===== src/rtl/mux_scan_sequencer.sv =====
// rtl/mux_scan_sequencer.sv - steps a 4:1 mux select through channels 0..3 and captures a snapshot
// Each select is held DWELL cycles; only the last cycle of each dwell is sampled.
module mux_scan_sequencer #(
  parameter int DWELL = 2
) (
  input  logic       clk,
  input  logic       rst_n,
  input  logic       start,
  input  logic       mux_out,
  input  logic       snap_ready,
  output logic [1:0] ss,
  output logic [3:0] snap,
  output logic       snap_valid,
  output logic       busy,
  output logic       overrun
);

  localparam int CW = $clog2(DWELL) + 1;
  localparam logic [CW-1:0] LAST = CW'(DWELL - 1);

  typedef enum logic [1:0] {IDLE, SCAN, OUT} state_t;

  state_t        state, next_state;
  logic [CW-1:0] cnt;
  logic [2:0]    cap;
  logic          dwell_done;
  logic          scan_done;

  always_comb begin
    dwell_done = (state == SCAN) && (cnt == LAST);
    scan_done  = dwell_done && (ss == 2'd3);
    next_state = state;
    case (state)
      IDLE:    if (start) next_state = SCAN;
      SCAN:    if (scan_done) next_state = OUT;
      OUT:     if (snap_ready) next_state = IDLE;
      default: next_state = IDLE;
    endcase
  end

  always_ff @(posedge clk or negedge rst_n) begin
    if (!rst_n) state <= IDLE;
    else        state <= next_state;
  end

  always_ff @(posedge clk or negedge rst_n) begin
    if (!rst_n) begin
      ss         <= 2'd0;
      cnt        <= '0;
      cap        <= 3'd0;
      snap       <= 4'd0;
      snap_valid <= 1'b0;
      overrun    <= 1'b0;
    end else begin
      overrun <= start && (state != IDLE);
      case (state)
        IDLE: begin
          if (start) begin
            ss  <= 2'd0;
            cnt <= '0;
            cap <= 3'd0;
          end
        end
        SCAN: begin
          if (dwell_done) begin
            cnt <= '0;
            if (ss == 2'd3) begin
              // Channel 3 goes straight into the snapshot, bypassing cap.
              snap       <= {mux_out, cap};
              snap_valid <= 1'b1;
              ss         <= 2'd0;
            end else begin
              cap <= cap | (3'(mux_out) << ss);
              ss  <= ss + 2'd1;
            end
          end else begin
            cnt <= cnt + CW'(1);
          end
        end
        OUT: begin
          if (snap_ready) snap_valid <= 1'b0;
        end
        default: ;
      endcase
    end
  end

  assign busy = (state != IDLE);

endmodule


===== config.mk =====
export PLATFORM = sky130hd
export DESIGN_NAME = mux_scan_sequencer
export DESIGN_NICKNAME = d
export VERILOG_FILES = /design/src/rtl/mux_scan_sequencer.sv
export SDC_FILE = /design/constraint.sdc
export NUM_CORES = 1
export LEC_CHECK = 0
export CORE_MARGIN = 2
export CORE_UTILIZATION = 51
export CTS_BUF_LIST = sky130_fd_sc_hd__clkbuf_4 sky130_fd_sc_hd__clkbuf_8
export DETAILED_ROUTE_END_ITERATION = 8
export HOLD_SLACK_MARGIN = 0.08
export PLACE_DENSITY = 0.78
export SLEW_MARGIN = 20
export SYNTH_ARGS = -nofsm -noshare
export SYNTH_HDL_FRONTEND = slang
export SYNTH_SLANG_ARGS = --single-unit

===== constraint.sdc =====
create_clock -name clk -period 1.7 [get_ports clk]
set_input_delay 0.255 -clock clk [delete_from_list [all_inputs] [get_ports clk]]
set_output_delay 0.255 -clock clk [all_outputs]
set_load 0.05 [all_outputs]

==> impl_metrics.env <==
export IMPL_status="complete, no violations"
export IMPL_path_class="register to register"
export IMPL_rows=13
export IMPL_worst_setup_path_end_kind="register"
export IMPL_layout_drive_gt1_share=0.301
export IMPL_tightest_slew_ns=0.402
export IMPL_ys_seq_area_frac=0.563
export IMPL_drt_total_wl_um=1170
export IMPL_postCtsHoldBufs=0
export IMPL_synth_cell_types=22
export IMPL_grt_use_total=0.183
export IMPL_tns_ns=0
export IMPL_multi_input_area_sq_um=273
export IMPL_gp_congestion=0.816
export IMPL_path_max_fanout=7
export IMPL_final_util=0.674
export IMPL_drtIter0Drc=2
export IMPL_antenna_cells=0
export IMPL_max_freq_ghz=0.668
export IMPL_endpoint="cap[2]$_DFFE_PN0P_"
export IMPL_clock_latency_ns=0.29
export IMPL_die_w_um=40.2
export IMPL_final_cell_mix="15 x dfrtp_1, 11 x buf_4, 6 x o21ai_0"
export IMPL_post_synth_cell_area_avg_sq_um=12.3
export IMPL_fillers=90
export IMPL_start_util=0.532
export IMPL_worstSetupStartpoint="ss[0]$_DFFE_PN0P_"
export IMPL_synth_top_area_frac=0.563
export IMPL_clk_pin_slew_worst_paths_ns=0.09
export IMPL_die_height_um=40.2
export IMPL_port_buffers=13
export IMPL_final_seq_area_sq_um=375
export IMPL_grt_pass1_vias=438
export IMPL_final_area_sq_um=845
export IMPL_rsz0062_at_grt="false"
export IMPL_ir_drop_v=0.000791
export IMPL_cts_buffers=3
export IMPL_avgViaCountPerCell=5.27
export IMPL_ys_ff_latch=15
export IMPL_layout_setup_ws_ns=0.203
export IMPL_synth_top_cell_by_area="dfrtp_1"
export IMPL_power_w=0.00167
export IMPL_ios=14
export IMPL_reg2reg_from="ss[0]$_DFFE_PN0P_"
export IMPL_grt_max_degree=16
export IMPL_syn_inst=54
export IMPL_skew_ns=0.00361
export IMPL_htreeDepth=1
export IMPL_ant_nets=0
export IMPL_cts_sinks=15
export IMPL_grt_remaining_overflow=0
export IMPL_grt_pass1_wl_um=1840
export IMPL_slew_headroom=0.728
export IMPL_cts_resized=0
export IMPL_finalHoldViolCount=0
export IMPL_layout_commonest_cell="dfrtp_1"
export IMPL_r2r_end="cap[2]$_DFFE_PN0P_"
export IMPL_cts_max_path_buffers=2
export IMPL_antenna_found_initial=0
export IMPL_critPathArrivalTime_ns=1.72
export IMPL_ff2ff_setup_slack_ns=0.20
export IMPL_wl_per_cell_um=13.3
export IMPL_holdCritPathClass="input pin to asynchronous set/reset pin"
export IMPL_drc_errors=0
export IMPL_finalCriticalPeriod_ns=1.50
export IMPL_fp_coreArea_sq_um=1250
export IMPL_syn_nets=60
export IMPL_placed_cell_area_sq_um=817
export IMPL_fin_nets=80
export IMPL_reg2reg_depth=4
export IMPL_first_pass_iters=2
export IMPL_clockRootBuffer="clkbuf_4"
export IMPL_cp_required_ns=1.92
export IMPL_start_kind="register"
export IMPL_vias=464
export IMPL_dpl_worst_slack_ns=0.0900
export IMPL_syn2layout_area_growth_pct=26.6
export IMPL_drv_slew=0
export IMPL_setup_viol=0
export IMPL_fin_crit_sh=0.880
export IMPL_syn_cell_area_sq_um=667
export IMPL_yosysWarnings=0
export IMPL_power_density_nw_per_um2=1980
export IMPL_p_leak_nw=0.428
export IMPL_cts_tree="built"
export IMPL_synth_area_leaders="dfrtp_1 56%, mux2_4 9.0%, o21ai_0 4.5%"
export IMPL_cap_violations=0
export IMPL_postCtsSetupRepairBufs=0
export IMPL_die_area_sq_um=1610
==> per-layer routing <==
| layer | share of wire | up-vias | GRT usage |
|---|---|---|---|
| met5 | 0 | - | 0 |
| met4 | 0.026 | 0 | 0.103 |
| met3 | 0.048 | 3 | 0.0500 |
| met2 | 0.48 | 11 | 0.298 |
| met1 | 0.45 | 219 | 0.216 |
| li1 | - | 231 | - |
==> area by class of cell <==
type                            instances  area share
Tap cell                               15      0.0222
Timing Repair Buffer                   16       0.169
Sequential cell                        15       0.444
Multi-Input combinational cell         36       0.323
Clock buffer                            3      0.0267
Inverter                                2     0.00889
Clock inverter                          1     0.00593
==> state kept, by name, indices dropped and copies added, names as in the netlist <==
| register | cells |
|---|---|
| snap_valid | 1 |
| state | 2 |
| snap | 4 |
| overrun | 1 |
| cnt | 2 |
| ss | 2 |
| cap | 3 |
==> worst min path at each step <==
stage	endpoint	start
2_1_floorplan	cap[0]$_DFFE_PN0P_	rst_n
3_3_place_gp	cnt[1]$_DFFE_PN0P_	cnt[1]$_DFFE_PN0P_
3_5_place_dp	cnt[1]$_DFFE_PN0P_	cnt[1]$_DFFE_PN0P_
4_1_cts	cap[2]$_DFFE_PN0P_	rst_n
5_1_grt	snap[1]$_DFFE_PN0P_	rst_n
6_report	snap[2]$_DFFE_PN0P_	rst_n
==> cells in the mapped netlist, drive strengths merged <==
master	instances
dfrtp	15
nand2	6
o21ai	6
mux2	4
nor2	3
a21oi	2
a22o	2
and2	2
inv	2
nor4bb	2
and4bb	1
buf	1
ha	1
mux2i	1
nand2b	1
nand3b	1
nor4b	1
o21a	1
or2b	1
or3b	1
==> critical path, stage by stage, from the launching register on <==
cell and delay, ns:
dfrtp_1 0.45, ha_1 0.32, nor4bb_1 0.43, a21oi_1 0.12
a21oi_1 0.12
==> per-stage QoR <==
stage | instances | hold WS, ns
6_report | 88 | 0.262
5_1_grt | 88 | 0.291
4_1_cts | 88 | 0.258
3_5_place_dp | 84 | 0.482
3_3_place_gp | 84 | 0.463
2_1_floorplan | 54 | -0.0406
==> cells by family after synthesis <==
group                    count (synthesis)  share of synthesized area
flip-flops                              15                      0.563
AO/OA/AOI/OAI                           11                     0.0976
multiplexers                             5                      0.105
adder cells (fa/ha/maj)                  1                     0.0188
buffers and inverters                    3                     0.0281
AND/OR/NAND/NOR                         19                      0.188
==> report_power, final <==
group / internal (W) / total [W] / switching (W)
registers: 0.000491 / 0.000604 / 0.000113
logic: 0.000345 / 0.000862 / 0.000516
clock network: 0.0000876 / 0.000203 / 0.000116
total: 0.000924 / 0.00167 / 0.000745
Note: power is estimated with default switching activity, not from simulation.
